[src/rtl/alu_pkg.sv]
// Shared opcodes, flag indices and FSM encoding for the ALU sequencer.
// Optional counters in alu_seq_ctrl are enabled by ALU_SEQ_PERF_EN.
package alu_pkg;

    localparam int ALU_WIDTH     = 20;
    localparam int ALU_SHW       = 5;
    localparam int ALU_MAX_SHIFT = 20;

    localparam logic [3:0] OP_NOT  = 4'd0;
    localparam logic [3:0] OP_AND  = 4'd1;
    localparam logic [3:0] OP_OR   = 4'd2;
    localparam logic [3:0] OP_XOR  = 4'd3;
    localparam logic [3:0] OP_SHR  = 4'd4;
    localparam logic [3:0] OP_SHL  = 4'd5;
    localparam logic [3:0] OP_ROR  = 4'd6;
    localparam logic [3:0] OP_ROL  = 4'd7;
    localparam logic [3:0] OP_LDSR = 4'd8;
    localparam logic [3:0] OP_XSR  = 4'd9;
    localparam logic [3:0] OP_NOP  = 4'd10;
    localparam logic [3:0] OP_TRAP = 4'd15;

    localparam int FLG_C = 0;
    localparam int FLG_Z = 1;
    localparam int FLG_S = 2;

    typedef enum logic [2:0] {
        ST_IDLE  = 3'd0,
        ST_EXEC  = 3'd1,
        ST_SHIFT = 3'd2,
        ST_DONE  = 3'd3,
        ST_TRAP  = 3'd4
    } state_t;

    function automatic logic is_logic(input logic [3:0] o);
        return (o == OP_NOT) || (o == OP_AND) ||
               (o == OP_OR)  || (o == OP_XOR);
    endfunction

    function automatic logic is_shift(input logic [3:0] o);
        return (o == OP_SHR) || (o == OP_SHL);
    endfunction

    function automatic logic is_shrot(input logic [3:0] o);
        return is_shift(o) || (o == OP_ROR) || (o == OP_ROL);
    endfunction

endpackage

[src/rtl/alu_step.sv]
// Combinational single-step ALU: logic ops or one 1-bit shift/rotate.
// Other opcodes pass operand A through unchanged.
module alu_step
    import alu_pkg::*;
#(
    parameter int WIDTH = ALU_WIDTH
) (
    input  logic [3:0]       i_op,
    input  logic [WIDTH-1:0] i_a,
    input  logic [WIDTH-1:0] i_b,
    output logic [WIDTH-1:0] o_y,
    output logic             o_cout
);

    always_comb begin
        o_y    = i_a;
        o_cout = 1'b0;
        case (i_op)
            OP_NOT: o_y = ~i_a;
            OP_AND: o_y = i_a & i_b;
            OP_OR:  o_y = i_a | i_b;
            OP_XOR: o_y = i_a ^ i_b;
            OP_SHR: begin
                o_y    = {1'b0, i_a[WIDTH-1:1]};
                o_cout = i_a[0];
            end
            OP_SHL: begin
                o_y    = {i_a[WIDTH-2:0], 1'b0};
                o_cout = i_a[WIDTH-1];
            end
            OP_ROR: begin
                o_y    = {i_a[0], i_a[WIDTH-1:1]};
                o_cout = i_a[0];
            end
            OP_ROL: begin
                o_y    = {i_a[WIDTH-2:0], i_a[WIDTH-1]};
                o_cout = i_a[WIDTH-1];
            end
            default: begin
                o_y    = i_a;
                o_cout = 1'b0;
            end
        endcase
    end

endmodule

[src/rtl/alu_seq_ctrl.sv]
// Execute-stage sequencer: handshake, iterated shifts, Z/S/C status and trap.
// Define ALU_SEQ_PERF_EN to add op_count/busy_cycles counters.
module alu_seq_ctrl
    import alu_pkg::*;
#(
    parameter int WIDTH     = ALU_WIDTH,
    parameter int SHW       = ALU_SHW,
    parameter int MAX_SHIFT = ALU_MAX_SHIFT
) (
    input  logic             clk,
    input  logic             rst,
    input  logic             req_valid,
    output logic             req_ready,
    input  logic [3:0]       op,
    input  logic [WIDTH-1:0] a,
    input  logic [WIDTH-1:0] b,
    input  logic [SHW-1:0]   shamt,
    output logic             res_valid,
    input  logic             res_ready,
    output logic [WIDTH-1:0] result,
    output logic [2:0]       flags,
    output logic             trap,
    output logic             busy
`ifdef ALU_SEQ_PERF_EN
    ,
    output logic [31:0]      op_count,
    output logic [31:0]      busy_cycles
`endif
);

    localparam logic [SHW-1:0] LP_MAX = SHW'(MAX_SHIFT);

    state_t           r_state;
    logic [3:0]       r_op;
    logic [WIDTH-1:0] r_work;
    logic [WIDTH-1:0] r_b;
    logic [SHW-1:0]   r_cnt;

    logic [SHW-1:0]   w_shamt_c;
    logic [WIDTH-1:0] w_y;
    logic             w_cout;
    logic             w_zero;

    assign w_shamt_c = (shamt > LP_MAX) ? LP_MAX : shamt;
    assign w_zero    = (w_y == '0);

    alu_step #(
        .WIDTH (WIDTH)
    ) u_step (
        .i_op   (r_op),
        .i_a    (r_work),
        .i_b    (r_b),
        .o_y    (w_y),
        .o_cout (w_cout)
    );

    always_ff @(posedge clk) begin
        if (rst) begin
            r_state   <= ST_IDLE;
            r_op      <= '0;
            r_work    <= '0;
            r_b       <= '0;
            r_cnt     <= '0;
            result    <= '0;
            flags     <= '0;
            res_valid <= 1'b0;
            trap      <= 1'b0;
            busy      <= 1'b0;
            req_ready <= 1'b1;
        end else begin
            case (r_state)
                ST_IDLE: begin
                    if (req_valid) begin
                        r_op      <= op;
                        r_work    <= a;
                        r_b       <= b;
                        r_cnt     <= w_shamt_c;
                        req_ready <= 1'b0;
                        busy      <= 1'b1;
                        if (op == OP_TRAP) begin
                            r_state <= ST_TRAP;
                            trap    <= 1'b1;
                        end else if (is_shrot(op) && (w_shamt_c != '0)) begin
                            r_state <= ST_SHIFT;
                        end else begin
                            r_state <= ST_EXEC;
                        end
                    end
                end
                ST_EXEC: begin
                    r_state   <= ST_DONE;
                    res_valid <= 1'b1;
                    if (is_logic(r_op)) begin
                        result       <= w_y;
                        flags[FLG_S] <= w_y[WIDTH-1];
                        flags[FLG_Z] <= w_zero;
                        flags[FLG_C] <= 1'b0;
                    end else if (r_op == OP_LDSR) begin
                        result <= r_work;
                        flags  <= r_work[2:0];
                    end else if (r_op == OP_XSR) begin
                        result <= r_work;
                        flags  <= flags ^ r_work[2:0];
                    end else begin
                        // zero-count shifts, NOP and undefined opcodes
                        result <= r_work;
                    end
                end
                ST_SHIFT: begin
                    r_work <= w_y;
                    r_cnt  <= r_cnt - SHW'(1);
                    if (r_cnt == SHW'(1)) begin
                        r_state      <= ST_DONE;
                        res_valid    <= 1'b1;
                        result       <= w_y;
                        flags[FLG_S] <= w_y[WIDTH-1];
                        flags[FLG_Z] <= w_zero;
                        if (is_shift(r_op)) begin
                            flags[FLG_C] <= w_cout;
                        end
                    end
                end
                ST_DONE: begin
                    if (res_ready) begin
                        r_state   <= ST_IDLE;
                        res_valid <= 1'b0;
                        req_ready <= 1'b1;
                        busy      <= 1'b0;
                    end
                end
                ST_TRAP: begin
                    trap      <= 1'b1;
                    req_ready <= 1'b0;
                    res_valid <= 1'b0;
                end
                default: begin
                    r_state   <= ST_IDLE;
                    req_ready <= 1'b1;
                    busy      <= 1'b0;
                    res_valid <= 1'b0;
                end
            endcase
        end
    end

`ifdef ALU_SEQ_PERF_EN
    always_ff @(posedge clk) begin
        if (rst) begin
            op_count    <= '0;
            busy_cycles <= '0;
        end else begin
            if (res_valid && res_ready) begin
                op_count <= op_count + 32'd1;
            end
            if (busy) begin
                busy_cycles <= busy_cycles + 32'd1;
            end
        end
    end
`endif

endmodule

[config.mk]
export PLATFORM = sky130hd
export DESIGN_NAME = alu_seq_ctrl
export DESIGN_NICKNAME = d
export VERILOG_FILES = /design/src/rtl/alu_pkg.sv /design/src/rtl/alu_step.sv /design/src/rtl/alu_seq_ctrl.sv
export SDC_FILE = /design/constraint.sdc
export NUM_CORES = 1
export LEC_CHECK = 0
export ABC_AREA = 1
export CELL_PAD_IN_SITES_DETAIL_PLACEMENT = 0
export CELL_PAD_IN_SITES_GLOBAL_PLACEMENT = 1
export CORE_AREA = 8 8 139 128
export CTS_CLUSTER_SIZE = 24
export DETAILED_ROUTE_END_ITERATION = 16
export DIE_AREA = 0 0 147 136
export HOLD_SLACK_MARGIN = 0.08
export PLACE_DENSITY_LB_ADDON = 0.1
export SYNTH_ARGS = -nofsm -noshare
export SYNTH_HDL_FRONTEND = slang
export SYNTH_SLANG_ARGS = --single-unit
[constraint.sdc]
create_clock -name clk -period 1.8 [get_ports clk]
set_clock_uncertainty 0.2 [all_clocks]
set_input_delay 0.36 -clock clk [delete_from_list [all_inputs] [get_ports clk]]
set_output_delay 0.36 -clock clk [all_outputs]
set_load 0.01 [all_outputs]
## Yosys cells after proc, flatten, opt, wreduce, memory -nomap -nowiden

Index checks and enable logic that the tools add are counted.

- Register bits: 79
- Input bits: 53
- Output and inout bits: 27
- Logic and storage cells: 110

- Add/sub/neg operators: 1
- Order comparisons: 1
- Equal/unequal tests: 25
- Multiplexer cells: 33
- Bitwise logic cells: 9
- Reductions and logical operators: 29

Operators with widths:

| operator | number |
|---|---|
| $pmux 20 s8 | 1 |
| $pmux 20 s2 | 2 |
| $mux 20 | 3 |
| $eq 4x3->1 const B | 8 |
| $mux 3 | 8 |
| $and 20x20->20 | 1 |
| $logic_not 20->1 | 1 |
| $not 20->20 | 1 |
| $or 20x20->20 | 1 |
| $xor 20x20->20 | 1 |
| $pmux 3 s5 | 1 |
| $reduce_and 3->1 | 5 |
| $eq 4x4->1 const B | 3 |
| $mux 5 | 2 |
| $ne 2x2->1 const B | 5 |
| $pmux 5 s2 | 1 |
| $eq 4x2->1 const B | 2 |
| $mux 1 | 8 |
| $pmux 1 s4 | 2 |
| $reduce_and 4->1 | 2 |
| $logic_or 1x1->1 | 7 |
| $eq 3x2->1 const B | 2 |
| $pmux 3 s2 | 1 |
| $reduce_and 2->1 | 3 |
| 19 further kinds | 27 |

## Depth between registers and ports, before layout

- Depth after elaboration: 9
- Depth in mapped cells: 16
- Mapped depth without buffers: 14

## Modules after synthesis

A second synthesis with hierarchy kept.

- Cells, all modules: 893
- Area, all modules: 5,703.0 sq um

Modules (own cells, without submodules):

| module | times used | cells each | area an instance (sq um) | sequential area each (sq um) |
|---|---|---|---|---|
| alu_seq_ctrl | 1 | 517 | 3,744.8 | 1,581.5 |
| alu_step | 1 | 376 | 1,958.1 | 0.0 |

## Worst setup path before layout

Ideal clock, no wire load.

- Path type: register to register
- Start: register r_work[0]
- End: register flags[1]
- Setup time: 0.067 ns
- Data arrival time: 1.614 ns
- Required time: 1.533 ns
- Slack: -0.081 ns
- Stages on the path, launching flop included: 15
- Buffers on the path: 1
- Period minus slack after synthesis: 1.881 ns
- Cells stage by stage: dfxtp_1 > clkbuf_1 > inv_1 > ha_1 > nand2_1 > o21ai_0 > nor2_1 > nand2_1 > nand2_1 > nand2_1 > nor2_1 > nand3_1 > nand2_1 > nand2_1 > a21oi_2

- Longest elaborated chain between the ends: 5
- Elaborated cells between the ends (all ways): 9
- Classes of those cells: mux (4); bitwise (4); reduce/logical (1)

RTL lines:

| what | RTL line | text |
|---|---|---|
| start: declaration | alu_seq_ctrl.sv:35 | `logic [WIDTH-1:0] r_work;` |
| start signal: assignment | alu_seq_ctrl.sv:110 | `r_work <= w_y;` |
| $xor 20x20->20, or another cell as far along | alu_step.sv:22 | `OP_XOR: o_y = i_a ^ i_b;` |
| $pmux 20 s8 (*) | alu_step.sv:18 | `case (i_op)` |
| $logic_not 20->1 (*) | alu_seq_ctrl.sv:45 | `assign w_zero = (w_y == '0);` |
| $mux 3 (on tied branches) | alu_seq_ctrl.sv:112, alu_seq_ctrl.sv:93 |  |
| $pmux 3 s2 (*) | alu_seq_ctrl.sv:71 | `case (r_state)` |
| end signal: indexed assignment | alu_seq_ctrl.sv:116 | `flags[FLG_S] <= w_y[WIDTH-1];` |
| end signal: indexed assignment | alu_seq_ctrl.sv:117 | `flags[FLG_Z] <= w_zero;` |
| end signal: indexed assignment | alu_seq_ctrl.sv:119 | `flags[FLG_C] <= w_cout;` |
| end: declaration | alu_seq_ctrl.sv:21 | `output logic [2:0] flags,` |

Mark *: on every way between the ends. The rest lies on a longest branch, timed or not. The select of a mux whose other input is x is not followed.
A chain may end at the register's enable or synchronous reset.

## Worst setup path after layout

- Start: register r_op[0]
- End: register flags[2]

- Longest elaborated chain between the ends: 6
- Elaborated cells between the ends (all ways): 20
- Classes of those cells: eq/ne (10); mux (5); reduce/logical (5)

RTL lines:

| what | RTL line | text |
|---|---|---|
| start: declaration | alu_seq_ctrl.sv:34 | `logic [3:0] r_op;` |
| start signal: assignment | alu_seq_ctrl.sv:74 | `r_op <= op;` |
| branches (longest 6 deep; another with $pmux 20 s8) | -- |  |
| end signal: indexed assignment | alu_seq_ctrl.sv:95 | `flags[FLG_S] <= w_y[WIDTH-1];` |
| end signal: indexed assignment | alu_seq_ctrl.sv:96 | `flags[FLG_Z] <= w_zero;` |
| end signal: assignment | alu_seq_ctrl.sv:100 | `flags <= r_work[2:0];` |

Parallel ways; which one is timed is not known. The select of a mux whose other input is x is not followed.

==> results.yml <==
global_routing:
  grt_pass1_wl_um: 34400
  grtUsageTotal: 0.217
  globalRouteOverflowTotal: 0
  grt_use_met1: 0.263
  antenna_found_initial: 0
  grt_pass1_vias: 6662
  top_usage_layer: "met2"
  grt_use_met2: 0.372
  grt_max_degree: 26
  grt_use_met3: 0.0463
cells_and_area:
  drive_gt1_frac: 0.375
  finalNetCount: 1175
  area_growth_pct: 75.7
  stdcell_count: 1292
  antenna_cells: 0
worst_setup_path:
  cp.depth: 12
  worstPathRequired_ps: 1840
  worstPathArrival_ps: 2130
  end_kind: "register"
  r2r-start: "r_op[0]"
  crit_path_end: "flags[2]"
  path_class: "reg -> reg"
  worst_setup_path_start_kind: "register"
  path_max_fanout: 10
  cpMostUsedCell: "nand2_1"
  cpLargestDelayFamily: "simple AND/OR/NAND/NOR gates"
  max_stage_delay_ps: 380
  reg2reg_slack_ps: -290
  crit_path_top_delay_cell: "dfxtp_4"
  critPathLaunch: "r_op[0]"
  worstPathCellList: "buf_6 -> nor2_4 -> buf_12 -> nand3_2 -> nand2_1 -> nor2_2 -> nand3_1 -> nand2_1 -> o21ai_1 -> buf_4 -> o31ai_2 -> inv_1"
  ff2ff_path_depth: 12
  r2r_end: "flags[2]"
  cp.buffers_inverters: 4
yosys:
  synth_cells: 801
  seq_area_frac_synth: 0.300
  synth.distinct_cells: 35
  synthAdderAreaFrac: 0.0996
  synth_fp_nets: 896
  synth-main-ff-cell: "dfxtp_1"
  yosys.area_share.simple: 0.307
  synthMuxAreaShare: 0
  yosysWarnings: 0
  synth_xor_area_frac: 0.00498
  syn_avg_cell_area_um2: 6.58
  synth_area_um2: 5270
  ys_seq_elements: 79
  async_flop_share: 0
  synth_top_family_by_area: "simple AND/OR/NAND/NOR gates"
  synth-compound-area-share: 0.187
  synth-edff-count: 0
cts:
  cts_sinks: 79
  numCtsBuffers: 9
  htreeDepth: 3
  cts.root.buffer_cell: "clkbuf_16"
  cts.clk_slew.worst_paths_ps: 60
  cts_tree: "yes"
  clk_path_buf_depth: 2
  hold_buffers: 0
  clock_latency_ps: 350
sta:
  worst_pin_slew_ps: 348
  finalHoldViolations: 0
  report.final.setup_viol: 39
  holdWs_ps: 252
  relSlewSlack: 0.768
  rsz0062_at_grt: "true"
  fin_crit_ps: 2090
  slew_violations: 0
  setup_slack_ps: -288
  clock.fmax_ghz: 0.479
  post-route-period-util: 1.16
detailed_routing:
  drtIter0Drc: 341
  num_vias: 6581
  wl_um: 22700
  drtPass1Iterations: 5
  viasPerCell: 5.09
  wl_per_cell_um: 17.5
  drc: 0
  antenna_left: 0
floorplanning:
  die_h_um: 136
  die_area_um2: 20000
  io_pins: 80
  start_util: 0.337
  die_w_um: 147
  core_area_um2: 15600
  floorplan.rows: 44
place:
  portBuffers: 79
  place.detailed.hpwl_um: 15900
  placedCellCount: 1239
  pre_cts_slack_ps: -392
  gp_congestion: 0.919
flow_run:
  cap_violations: 0
power_and_ir_drop:
  powerDensity_nw_per_um2: 1630
  peakVddDrop_uv: 773
  leakagePower_uw: 0.00437
  power_uw: 15100
worst_hold_path:
  hp-class: "reg -> reg"
outcome:
  outcome: "finished, violations left"
  violations: "negative setup slack"
==> worst min path at each step <==
| stage | from | slack [ps] | cells after the start | end |
|---|---|---|---|---|
| 6_report | trap | 250 | 2 | trap |
| 2_1_floorplan | r_b[0] | 250 | 2 | r_b[0] |
| 3_5_place_dp | trap | 250 | 2 | trap |
| 4_1_cts | trap | 260 | 2 | trap |
| 5_1_grt | trap | 270 | 2 | trap |
| 3_3_place_gp | trap | 250 | 2 | trap |
==> worst min-delay path, delay by kind of cell, from the launching register on <==
family                 cells  cell delay, ps
flip-flops                 1             310
AO/OA/AOI/OAI              1              50
buffers and inverters      1              50
==> area by class of cell <==
cell class | instances | area (um2)
clock buffers | 14 | 294
clock inverters | 2 | 35.0
fillers | 1448 | 6370
inverters | 78 | 303
multi-input cells | 601 | 3820
flip-flops and latches | 79 | 1600
well taps | 207 | 259
repair buffers | 311 | 2960
==> state kept, by name (all words and copies together), names as in the netlist, 3 cells and up <==
name,count
r_b,20
r_work,20
result,20
r_cnt,5
r_op,4
flags,3
r_state,3
==> power by group <==
group / total, uW / internal, uW / switching [uW]
sequential: 2710 / 2350 / 361
clock: 2050 / 1260 / 785
combinational: 10300 / 4970 / 5340
==> synthesized netlist by cell type, types with 3 or more instances <==
cell type,instances,area share
xor2_1,3,0.0050
clkbuf_1,27,0.019
o221ai_1,4,0.0066
a31oi_1,27,0.032
nor2_1,103,0.073
ha_1,42,0.10
nand2_1,167,0.12
nand3_1,71,0.067
buf_2,5,0.0047
buf_6,6,0.013
a221oi_1,8,0.013
buf_4,5,0.0071
inv_2,4,0.0028
nand3b_1,16,0.023
nor3_1,6,0.0057
o21ai_0,71,0.067
inv_1,72,0.051
dfxtp_1,79,0.30
nor2_2,6,0.0071
a21oi_1,61,0.058
==> through the flow <==
step	cell area [um2]	util	TNS (ps)
floorplan	5280	-	-1.69
global placement	7730	0.494	-14390
detailed placement	7730	0.494	-15340
CTS	8570	0.548	-1490
global route	9270	0.593	-8380
finish	9270	0.593	-3610
==> metal layers <==
metal,part of all wire,vias to the layer above
met5,0,-
met4,0.029,0
met3,0.050,49
met2,0.48,169
met1,0.45,3139
li1,-,3224
==> placed cells by master (no fill, tap or decap), types with 2 or more instances in the layout <==
cell type	synthesis	layout
dfxtp_4	0	3
nor3_2	0	3
nand3b_1	16	16
clkdlybuf4s50_1	0	53
nand2_1	167	144
dlymetal6s2s_1	0	11
nand4_1	2	2
xor2_1	3	3
clkbuf_16	0	11
nand2_2	2	17
nand3_1	71	53
a21oi_2	1	11
a31oi_1	27	23
nand3_2	1	18
clkbuf_8	0	5
o21ai_0	71	44
o221ai_1	4	4
inv_4	1	2
o21ai_2	0	12
inv_1	72	67
a21oi_1	61	50
buf_4	5	174
nor2_1	103	60
nor2_4	2	19
inv_2	4	7
buf_12	0	17
nor2_2	6	33
a221oi_2	0	7
buf_8	0	2
dlygate4sd2_1	0	15
ha_1	42	41
nand2_4	0	8
nor3_4	0	2
dfxtp_2	0	6
o21ai_1	0	15
a31oi_4	0	4
dfxtp_1	79	70
buf_6	6	36
==> kinds of logic (layout without fill, tap and decap cells) <==
| logic type | after synthesis | in the layout |
|---|---|---|
| AND/OR/NAND/NOR | 377 | 378 |
| flip-flops | 79 | 79 |
| XOR/XNOR | 3 | 3 |
| adder cells (fa/ha/maj) | 42 | 42 |
| AO/OA/AOI/OAI | 178 | 178 |
| buffers and inverters | 122 | 405 |
==> timing repair <==
item | in CTS | in global routing
endpoints found under the setup margin | 61 | 68
setup buffers | 14 | 25
pin swaps | 40 | 63
resized for setup | 133 | 145
cloned | 3 | 4
Power figures use the tool's default switching activity.
